## src/rtl/bcd_serial_addsub_pkg.sv

```systemverilog
// Shared constants, FSM state type and digit helpers for the digit-serial BCD adder/subtractor.
package bcd_pkg;

  localparam int         DIGIT_W  = 4;
  localparam logic [3:0] BCD_NINE = 4'd9;

  typedef enum logic [1:0] {
    IDLE  = 2'd0,
    PASS1 = 2'd1,
    FIX   = 2'd2,
    FIN   = 2'd3
  } state_e;

  function automatic logic [DIGIT_W-1:0] nines_comp(input logic [DIGIT_W-1:0] digit);
    return BCD_NINE - digit;
  endfunction

endpackage

```

## src/rtl/bcd_serial_addsub_if.sv

```systemverilog
// Operand/result/handshake bundle for bcd_serial_addsub; err exists only when BCD_CHECK_EN is defined.
interface bcd_serial_addsub_if #(parameter int DIGITS = 3);

  logic                  start;
  logic                  mode;
  logic                  a_sign;
  logic                  b_sign;
  logic [4*DIGITS-1:0]   a;
  logic [4*DIGITS-1:0]   b;
  logic [4*DIGITS-1:0]   out;
  logic                  sign;
  logic                  cout;
  logic                  busy;
  logic                  done;
`ifdef BCD_CHECK_EN
  logic                  err;
`endif

  modport master (
    output start, mode, a_sign, b_sign, a, b,
    input  out, sign, cout, busy, done
`ifdef BCD_CHECK_EN
    , input err
`endif
  );

  modport slave (
    input  start, mode, a_sign, b_sign, a, b,
    output out, sign, cout, busy, done
`ifdef BCD_CHECK_EN
    , output err
`endif
  );

endinterface

```

## src/rtl/bcd_serial_addsub_digit_adder.sv

```systemverilog
// Combinational single-digit BCD adder with +6 decimal correction.
module bcd_digit_adder
  import bcd_pkg::*;
(
  input  logic [DIGIT_W-1:0] x_i,
  input  logic [DIGIT_W-1:0] y_i,
  input  logic               c_i,
  output logic [DIGIT_W-1:0] s_o,
  output logic               c_o
);

  logic [DIGIT_W:0] raw_s;
  logic [DIGIT_W:0] corr_s;

  always_comb begin
    raw_s  = {1'b0, x_i} + {1'b0, y_i} + {{DIGIT_W{1'b0}}, c_i};
    corr_s = raw_s + 5'd6;
    if (raw_s > 5'd9) begin
      s_o = corr_s[DIGIT_W-1:0];
      c_o = 1'b1;
    end else begin
      s_o = raw_s[DIGIT_W-1:0];
      c_o = 1'b0;
    end
  end

endmodule

```

## src/rtl/bcd_serial_addsub.sv

```systemverilog
// Digit-serial sign-magnitude BCD add/subtract, LSD first, with optional recomplement pass.
// Optional input digit checking is enabled by defining BCD_CHECK_EN.
module bcd_serial_addsub
  import bcd_pkg::*;
#(
  parameter int DIGITS = 3
) (
  input  logic                 clk,
  input  logic                 rst,
  bcd_serial_addsub_if.slave   bus
);

  localparam int W     = DIGIT_W * DIGITS;
  localparam int CNT_W = (DIGITS > 1) ? $clog2(DIGITS) : 1;

  state_e             state_q, state_d;
  logic [W-1:0]       a_q, a_d, b_q, b_d, r_q, r_d, out_q, out_d;
  logic [CNT_W-1:0]   cnt_q, cnt_d;
  logic               carry_q, carry_d;
  logic               sub_q, sub_d;
  logic               asign_q, asign_d;
  logic               eb_q, eb_d;
  logic               pend_sign_q, pend_sign_d;
  logic               pend_cout_q, pend_cout_d;
  logic               sign_q, sign_d;
  logic               cout_q, cout_d;
  logic               busy_q, busy_d;
  logic               done_q, done_d;
`ifdef BCD_CHECK_EN
  logic               bad_q, bad_d;
  logic               err_q, err_d;
  logic               bad_in_s;
`endif

  logic [DIGIT_W-1:0] x_s, y_s, sum_s;
  logic               co_s;
  logic               last_s;
  logic               eb_in_s;

  assign last_s  = (cnt_q == CNT_W'(DIGITS - 1));
  assign eb_in_s = bus.b_sign ^ bus.mode;

  // FIX reuses the shared adder: (9 - R_i) + 0 + carry.
  always_comb begin
    if (state_q == FIX) begin
      x_s = nines_comp(r_q[DIGIT_W-1:0]);
      y_s = 4'd0;
    end else begin
      x_s = a_q[DIGIT_W-1:0];
      y_s = sub_q ? nines_comp(b_q[DIGIT_W-1:0]) : b_q[DIGIT_W-1:0];
    end
  end

  bcd_digit_adder u_digit_adder (
    .x_i (x_s),
    .y_i (y_s),
    .c_i (carry_q),
    .s_o (sum_s),
    .c_o (co_s)
  );

`ifdef BCD_CHECK_EN
  always_comb begin
    bad_in_s = 1'b0;
    for (int i = 0; i < DIGITS; i++) begin
      bad_in_s = bad_in_s | (bus.a[DIGIT_W*i +: DIGIT_W] > BCD_NINE)
                          | (bus.b[DIGIT_W*i +: DIGIT_W] > BCD_NINE);
    end
  end
`endif

  always_comb begin
    state_d     = state_q;
    a_d         = a_q;
    b_d         = b_q;
    r_d         = r_q;
    out_d       = out_q;
    cnt_d       = cnt_q;
    carry_d     = carry_q;
    sub_d       = sub_q;
    asign_d     = asign_q;
    eb_d        = eb_q;
    pend_sign_d = pend_sign_q;
    pend_cout_d = pend_cout_q;
    sign_d      = sign_q;
    cout_d      = cout_q;
    busy_d      = busy_q;
    done_d      = 1'b0;
`ifdef BCD_CHECK_EN
    bad_d       = bad_q;
    err_d       = err_q;
`endif
    case (state_q)
      IDLE: begin
        if (bus.start) begin
          a_d     = bus.a;
          b_d     = bus.b;
          r_d     = '0;
          asign_d = bus.a_sign;
          eb_d    = eb_in_s;
          sub_d   = bus.a_sign ^ eb_in_s;
          carry_d = bus.a_sign ^ eb_in_s;
          cnt_d   = '0;
          busy_d  = 1'b1;
          state_d = PASS1;
`ifdef BCD_CHECK_EN
          bad_d   = bad_in_s;
          err_d   = 1'b0;
`endif
        end else begin
          state_d = IDLE;
        end
      end
      PASS1: begin
        r_d     = W'({sum_s, r_q} >> DIGIT_W);
        a_d     = a_q >> DIGIT_W;
        b_d     = b_q >> DIGIT_W;
        carry_d = co_s;
        cnt_d   = cnt_q + CNT_W'(1);
        if (last_s) begin
          cnt_d = '0;
          // No final carry on a subtract means |A| < |B|: the result is a 10's complement.
          if (sub_q && !co_s) begin
            state_d     = FIX;
            carry_d     = 1'b1;
            pend_sign_d = eb_q;
            pend_cout_d = 1'b0;
          end else begin
            state_d     = FIN;
            pend_sign_d = asign_q;
            pend_cout_d = sub_q ? 1'b0 : co_s;
          end
        end else begin
          state_d = PASS1;
        end
      end
      FIX: begin
        r_d     = W'({sum_s, r_q} >> DIGIT_W);
        carry_d = co_s;
        cnt_d   = cnt_q + CNT_W'(1);
        if (last_s) begin
          cnt_d   = '0;
          state_d = FIN;
        end else begin
          state_d = FIX;
        end
      end
      FIN: begin
        out_d   = r_q;
        cout_d  = pend_cout_q;
        sign_d  = ((r_q == '0) && !pend_cout_q) ? 1'b0 : pend_sign_q;
        done_d  = 1'b1;
        busy_d  = 1'b0;
        state_d = IDLE;
`ifdef BCD_CHECK_EN
        err_d   = bad_q;
`endif
      end
      default: begin
        busy_d  = 1'b0;
        state_d = IDLE;
      end
    endcase
  end

  always_ff @(posedge clk) begin
    if (rst) begin
      state_q     <= IDLE;
      a_q         <= '0;
      b_q         <= '0;
      r_q         <= '0;
      out_q       <= '0;
      cnt_q       <= '0;
      carry_q     <= 1'b0;
      sub_q       <= 1'b0;
      asign_q     <= 1'b0;
      eb_q        <= 1'b0;
      pend_sign_q <= 1'b0;
      pend_cout_q <= 1'b0;
      sign_q      <= 1'b0;
      cout_q      <= 1'b0;
      busy_q      <= 1'b0;
      done_q      <= 1'b0;
`ifdef BCD_CHECK_EN
      bad_q       <= 1'b0;
      err_q       <= 1'b0;
`endif
    end else begin
      state_q     <= state_d;
      a_q         <= a_d;
      b_q         <= b_d;
      r_q         <= r_d;
      out_q       <= out_d;
      cnt_q       <= cnt_d;
      carry_q     <= carry_d;
      sub_q       <= sub_d;
      asign_q     <= asign_d;
      eb_q        <= eb_d;
      pend_sign_q <= pend_sign_d;
      pend_cout_q <= pend_cout_d;
      sign_q      <= sign_d;
      cout_q      <= cout_d;
      busy_q      <= busy_d;
      done_q      <= done_d;
`ifdef BCD_CHECK_EN
      bad_q       <= bad_d;
      err_q       <= err_d;
`endif
    end
  end

  assign bus.out  = out_q;
  assign bus.sign = sign_q;
  assign bus.cout = cout_q;
  assign bus.busy = busy_q;
  assign bus.done = done_q;
`ifdef BCD_CHECK_EN
  assign bus.err  = err_q;
`endif

endmodule

```

## src/flat_wrapper.sv

```systemverilog
// flat-port wrapper written by rule: the top's interface ports become plain ports
module bcd_serial_addsub_flat import bcd_pkg::*;
#(
  parameter int DIGITS = 3
)
  (clk, rst, bus_start, bus_mode, bus_a_sign, bus_b_sign, bus_a, bus_b, bus_out, bus_sign, bus_cout, bus_busy, bus_done);
  bcd_serial_addsub_if #(.DIGITS(DIGITS)) bus_i ();
  input  logic clk;
  input  logic rst;
  input wire logic [$bits(bus_i.start)-1:0] bus_start;
  input wire logic [$bits(bus_i.mode)-1:0] bus_mode;
  input wire logic [$bits(bus_i.a_sign)-1:0] bus_a_sign;
  input wire logic [$bits(bus_i.b_sign)-1:0] bus_b_sign;
  input wire logic [$bits(bus_i.a)-1:0] bus_a;
  input wire logic [$bits(bus_i.b)-1:0] bus_b;
  output wire logic [$bits(bus_i.out)-1:0] bus_out;
  output wire logic [$bits(bus_i.sign)-1:0] bus_sign;
  output wire logic [$bits(bus_i.cout)-1:0] bus_cout;
  output wire logic [$bits(bus_i.busy)-1:0] bus_busy;
  output wire logic [$bits(bus_i.done)-1:0] bus_done;
  assign bus_i.start = bus_start;
  assign bus_i.mode = bus_mode;
  assign bus_i.a_sign = bus_a_sign;
  assign bus_i.b_sign = bus_b_sign;
  assign bus_i.a = bus_a;
  assign bus_i.b = bus_b;
  assign bus_out = bus_i.out;
  assign bus_sign = bus_i.sign;
  assign bus_cout = bus_i.cout;
  assign bus_busy = bus_i.busy;
  assign bus_done = bus_i.done;
  bcd_serial_addsub #(.DIGITS(DIGITS)) u_core (.clk(clk), .rst(rst), .bus(bus_i));
endmodule
```

## config.mk

```make
export PLATFORM = sky130hd
export DESIGN_NAME = bcd_serial_addsub_flat
export DESIGN_NICKNAME = d
export VERILOG_FILES = /design/src/rtl/bcd_serial_addsub_pkg.sv /design/src/rtl/bcd_serial_addsub_if.sv /design/src/rtl/bcd_serial_addsub_digit_adder.sv /design/src/rtl/bcd_serial_addsub.sv /design/src/flat_wrapper.sv
export SDC_FILE = /design/constraint.sdc
export NUM_CORES = 1
export LEC_CHECK = 0
export CAP_MARGIN = 20
export CELL_PAD_IN_SITES_DETAIL_PLACEMENT = 0
export CELL_PAD_IN_SITES_GLOBAL_PLACEMENT = 1
export CORE_UTILIZATION = 44
export CTS_CLUSTER_DIAMETER = 60
export DETAILED_ROUTE_END_ITERATION = 10
export GPL_ROUTABILITY_DRIVEN = 0
export PLACE_DENSITY = 0.9
export SLEW_MARGIN = 20
export SYNTH_ARGS = -nofsm -noshare
export SYNTH_HDL_FRONTEND = slang
export SYNTH_SLANG_ARGS = --single-unit
```

## constraint.sdc

```tcl
create_clock -name clk -period 4.96 [get_ports clk]
set_input_delay 0.992 -clock clk [delete_from_list [all_inputs] [get_ports clk]]
set_output_delay 0.992 -clock clk [all_outputs]
set_load 0.01 [all_outputs]
```

==> impl_metrics.yaml, run 1 <==
route:
  drtAntennaViolNets: 0
  drt_wl_total_um: 5680
  vias: 2256
  routed_via_density: 5.21
  drc_errors: 0
  initialDrtViolationCount: 83
  wire_per_inst_um: 13.1
  drt_pass1_iterations: 4
critical_path:
  timing.rr.end: "u_core.r_q[10]"
  r2r_start: "u_core.state_q[0]"
  crit_slowest_cell: "fa_1"
  critPathTopFamily: "adder cells"
  worstPathBufferInverterCount: 2
  critPathMaxFanout: 11
  r2r_setup_slack_ns: 1.95
  cp_data_arrival_time_ns: 3.27
  worst_setup_path_start_kind: "flip-flop"
  rr_worst_depth: 11
  max_stage_delay_ns: 0.43
  worstPathCellList: "inv_1 > ha_1 > mux2i_1 > fa_1 > inv_1 > fa_1 > xnor2_2 > and2_4 > o21ai_4 > mux2_4 > o31ai_4"
  worstPathRequired_ns: 5.22
  end_kind: "flip-flop"
  path_class: "reg2reg"
place:
  dpl.cell_count: 417
  place_ws_ns: 1.90
  numPortBuffers: 45
  dpl.hpwl_um: 3980
cts:
  cts_buffer_depth: 2
  cts_resized: 0
  cts_tree: "yes"
  cts_made_buffers: 9
  clk_latency_ns: 0.34
  postCtsSetupBuffers: 0
  root_buffer: "clkbuf_8"
  clk_pin_slew_ns: 0.07
  cts_htree_levels: 3
  postCtsHoldBufs: 0
  numClockSinks: 62
synthesis:
  syn_inst: 313
  synth.distinct_cells: 43
  synthArstFlopShare_pct: 0
  syn-num-nets: 355
  synth-main-ff-cell: "dfxtp_1"
  syn_area_um2: 2890
  synth.avg_cell_area_um2: 9.22
  synthTopCellsByArea: "dfxtp_1 43%, mux2i_1 11%, nor2_1 9.4%"
  synth-seq-cells: 62
  synth_warnings: 0
  netlist.area_leader.share_pct: 43.0
  yosysSeqAreaShare_pct: 43.0
  yosysTopAreaCell: "dfxtp_1"
  synth-edff-count: 0
sta:
  rsz0062_at_grt: "no"
  period_needed_ns: 3.01
  tns_ns: 0
  worst_pin_slew_ns: 1.02
  slew_viol_final: 0
  fin_skew_ns: 0.00567
  hold_violations: 0
  setup_slack_ns: 1.95
  fmaxAchievable_ghz: 0.332
  slew-limit-headroom_pct: 31.8
  post-route-period-util_pct: 60.8
  setup_viol: 0
layout:
  final_cell_mix: "72 x nor2_1, 62 x dfxtp_1, 44 x clkdlybuf4s50_1, 32 x mux2i_1, 18 x a22oi_1"
  instances_no_fill: 433
  final_common_cell: "nor2_1"
  num-nets-final: 393
  antenna_cells: 0
  drive_gt1_share_pct: 8.71
  areaGrowthSynthToFinish_pct: 25.1
floorplanning:
  die_x_um: 83.0
  initial_core_util_pct: 45.4
  core-area_um2: 6350
  die_h_um: 83.0
  num_rows: 29
  io-pin-count: 46
  die-area_um2: 6880
global_route:
  grt_use_total_pct: 18.6
  grt_max_degree: 65
  grt_pass1_vias: 2212
  antenna_found_initial: 0
  grt_pass1_wl_um: 10300
  grt-ovfl-total: 0
min_path:
  whs_endpoint: "u_core.bus.sign"
  worstHoldStart: "u_core.bus.sign"
  min_path_cells: 2
  holdCritPathClass: "reg2reg"
power:
  p_per_area_nw_per_um2: 371
  p_leak_nw: 1.36
  irDropWorstVdd_mv: 0.255
job:
  cap_violations: 0
run_status:
  status: "complete, no violations"
-- cell families (layout without fill, tap and decap cells) --
kind of cell,Yosys count,after routing,share of synthesized area [%]
buf+inv,30,73,4.38
compound gates,63,63,16.1
fa+ha+maj,12,12,5.72
xor+xnor,7,7,2.65
mux,36,36,12.8
simple gates,103,103,15.3
flops,62,62,43.0
-- worst reg2reg max path, cell delays in order, from the launching register on --
cell and delay, ns:
dfxtp_1 0.35, inv_1 0.09, ha_1 0.42, mux2i_1 0.29, fa_1 0.22, inv_1 0.06
fa_1 0.43, xnor2_2 0.19, and2_4 0.19, o21ai_4 0.21, mux2_4 0.33, o31ai_4 0.16
-- registers in the layout, indices dropped and copies added (netlist names), named ones only --
name,cells
u_core.pend_cout_q,1
u_core.bus.out,12
u_core.cnt_q,2
u_core.state_q,1
u_core.bus.busy,1
u_core.carry_q,1
u_core.asign_q,1
u_core.a_q,12
u_core.r_q,12
u_core.b_q,12
u_core.bus.sign,1
u_core.eb_q,1
u_core.pend_sign_q,1
u_core.sub_q,1
u_core.bus.cout,1
u_core.bus.done,1
-- per-layer routing --
| metal | global-route usage, % | up-vias | part of all wire [%] |
|---|---|---|---|
| li1 | - | 1166 | - |
| met1 | 21.7 | 1025 | 45 |
| met2 | 31.7 | 61 | 49 |
| met3 | 5.96 | 4 | 5.4 |
| met4 | 7.05 | 0 | 0.78 |
| met5 | 0 | - | 0 |
-- power breakdown --
part / internal, mW / switching (mW)
Sequential: 0.526 / 0.0193
Clock: 0.352 / 0.190
Combinational: 0.118 / 0.133
-- through the flow --
stage                     area [µm²]  power [mW]  utilization [%]  hold WS, ns
after floorplan                 2890       0.750                -        0.435
after global placement          3350       0.803             52.7        0.469
after detailed placement        3350       0.809             52.7        0.464
after CTS                       3600        1.35             56.7        0.475
after global routing            3610        1.41             56.8        0.513
final                           3610        1.34             56.8        0.474
-- worst max-delay path by stage --
stage	startpoint	endpoint	slack [ns]	cells past startpoint
after floorplan	u_core.state_q[0]	u_core.r_q[10]	2.11	12
after global placement	bus_start	u_core.b_q[7]	1.96	5
after detailed placement	bus_start	u_core.b_q[7]	1.90	5
after CTS	u_core.state_q[0]	u_core.r_q[10]	1.90	11
after global routing	u_core.state_q[0]	u_core.r_q[11]	1.68	12
final	u_core.state_q[0]	u_core.r_q[10]	1.95	11
-- cell usage after synthesis (all sizes together) (7+ instances only) --
cell type / n
mux2i: 32
inv: 11
nor2: 73
dfxtp: 62
nand2: 8
a22oi: 18
ha: 10
o21ai: 7
a211oi: 17
a21oi: 13
buf: 9
clkbuf: 10
-- final cells by class --
class / count / area [µm²]
multi-input cells: 221 / 1520
flip-flops and latches: 62 / 1240
repair buffers: 46 / 455
fillers: 568 / 2740
inverters: 11 / 41.3
clock buffers: 14 / 193
clock inverters: 2 / 60.1
well taps: 77 / 96.3
Power figures use the tool's default switching activity.
==> run 2: changes to the inputs <==
Settings changed: CORE_UTILIZATION 44 to 40, PLACE_DENSITY 0.9 to 0.83.
Clock period 4.96 ns to 3 ns, I/O delays scaled along.
==> run 2 against run 1 <==
Effect of this change: sequential power up 65%; flip-flop and latch count did not move; die area up 9.8%; clock power increased by 33%; critical path depth unchanged; worst hold slack gained 0.0029 ns; register-to-register slack worse by 1.7 ns; sequential share of layout area decreased by 0.14 points; fmax increased by 8.2%; core utilization shrank 4.1 points; critical path type unchanged; critical endpoint unchanged.
==> impl_metrics.yaml, run 2 (synthesis results as in run 1) <==
cts:
  cts_made_buffers: 9
  clk_pin_slew_ns: 0.06
  cts_tree: "yes"
  root_buffer: "clkbuf_8"
  postCtsHoldBufs: 0
  numClockSinks: 62
  clk_latency_ns: 0.34
  cts_htree_levels: 3
  cts_buffer_depth: 2
  postCtsSetupBuffers: 0
power:
  intPower_mw: 1.47
  p_leak_nw: 1.36
  irDropWorstVdd_mv: 0.322
  p_sw_share_pct: 28.3
  power_frac_clock_pct: 35.2
  total_power_mw: 2.05
  combinationalPowerShare_pct: 21.0
  power_frac_seq_pct: 43.8
  p_per_area_nw_per_um2: 567
  p_switching_uw: 581
job:
  cap_violations: 0
sta:
  post-route-period-util_pct: 92.9
  slew_viol_final: 0
  period_needed_ns: 2.79
  fin_skew_ns: 0.00710
  hold_violations: 0
  worst_pin_slew_ns: 1.01
  setup_viol: 0
  rsz0062_at_grt: "no"
  fmaxAchievable_ghz: 0.359
  tns_ns: 0
  slew-limit-headroom_pct: 32.0
global_route:
  antenna_found_initial: 0
  grt_max_degree: 38
  grt_pass1_wl_um: 10300
  grt_pass1_vias: 2169
  grt_use_total_pct: 17.9
  grt-ovfl-total: 0
layout:
  drive_gt1_share_pct: 10.2
  final_common_cell: "nor2_1"
  fillers: 646
  final_cell_mix: "72 x nor2_1, 62 x dfxtp_1, 44 x clkdlybuf4s50_1, 32 x mux2i_1, 18 x a22oi_1"
  num-nets-final: 398
  areaGrowthSynthToFinish_pct: 25.6
  antenna_cells: 0
critical_path:
  path_class: "reg2reg"
  critPathMaxFanout: 6
  cp_data_arrival_time_ns: 3.05
  end_kind: "flip-flop"
  r2r_setup_slack_ns: 0.21
  worst_setup_path_start_kind: "flip-flop"
  worstPathRequired_ns: 3.26
floorplanning:
  num_rows: 30
  die-area_um2: 7560
  initial_core_util_pct: 42.0
  core-area_um2: 6870
  io-pin-count: 46
  die_h_um: 86.9
  die_x_um: 86.9
route:
  drt_pass1_iterations: 4
  drc_errors: 0
  drt_wl_total_um: 6000
  routed_via_density: 4.98
  initialDrtViolationCount: 94
  vias: 2274
  wire_per_inst_um: 13.1
  drtAntennaViolNets: 0
min_path:
  holdCritPathClass: "reg2reg"
run_status:
  status: "complete, no violations"
place:
  dpl.hpwl_um: 4430
  numPortBuffers: 45
-- run 2: cell types whose count changed in the layout (fill, tap and decap cells not counted) --
cell        previous run  this run
bufinv_16              2         1
ha_2                   0         1
ha_1                  10         9
buf_12                 0         1
clkinvlp_4             0         1
buf_4                  2         5
nor2_2                 0         1
clkbuf_8              14        10
buf_2                  0         1
clkinv_4               0         1
clkinv_2               0         3
nor2_4                 1         0
-- run 2: area by class of cell --
class	count	area [µm²]	share of cell area, %
Multi-Input combinational cell	221	1520	41.9
Inverter	11	41.3	1.14
Clock inverter	6	61.3	1.69
Sequential cell	62	1240	34.2
Timing Repair Buffer	51	503	13.9
Clock buffer	10	138	3.80
Tap cell	96	120	3.31
-- run 2: metal layers --
| metal | vias to the layer above | wire, µm | GRT usage, % |
|---|---|---|---|
| li1 | 1181 | - | - |
| met1 | 1030 | 2820 | 22.1 |
| met5 | - | 0 | 0 |
| met2 | 54 | 2830 | 29.6 |
| met3 | 9 | 260 | 5.69 |
| met4 | 0 | 91 | 5.91 |
-- run 2: worst max-delay path, cell delays in order, from the launching register on --
cell     delay [ns]
dfxtp_1        0.34
inv_1          0.09
ha_2           0.25
mux2i_1        0.25
fa_1           0.22
inv_1          0.05
fa_1           0.42
xnor2_2        0.19
and2_4         0.19
o21ai_4        0.21
mux2_4         0.34
o31ai_4        0.15
-- run 2: metrics by stage --
step | area (µm²) | worst slack [ns] | instances | util [%] | hold WS [ns]
floorplan | 2890 | 0.146 | 313 | - | 0.435
global placement | 3420 | 0.252 | 441 | 49.8 | 0.466
detailed placement | 3420 | 0.160 | 441 | 49.8 | 0.472
CTS | 3620 | 0.156 | 457 | 52.7 | 0.482
global route | 3620 | 0.0572 | 457 | 52.8 | 0.493
finish | 3620 | 0.213 | 457 | 52.8 | 0.477
-- run 2: power by group through the flow --
stage	sequential, mW	combinational, mW	clock [mW]
2_1_floorplan	0.910	0.330	0
3_3_place_gp	0.918	0.420	0
3_5_place_dp	0.920	0.430	0
4_1_cts	0.901	0.432	0.743
5_1_grt	0.907	0.472	0.786
6_report	0.901	0.431	0.723
-- run 2: worst paths after layout --
kind,start,end,cells past startpoint
min reg2reg,u_core.bus.sign,u_core.bus.sign,2
max reg2reg,u_core.state_q[0],u_core.r_q[10],11
min,u_core.bus.sign,u_core.bus.sign,2
max,u_core.state_q[0],u_core.r_q[10],11
-- run 2: timing repair --
action | 4_1_cts | 5_1_grt
gates resized for setup | 0 | 1
hold endpoints to repair | 0 | 0
endpoints found under the setup margin | 0 | 1
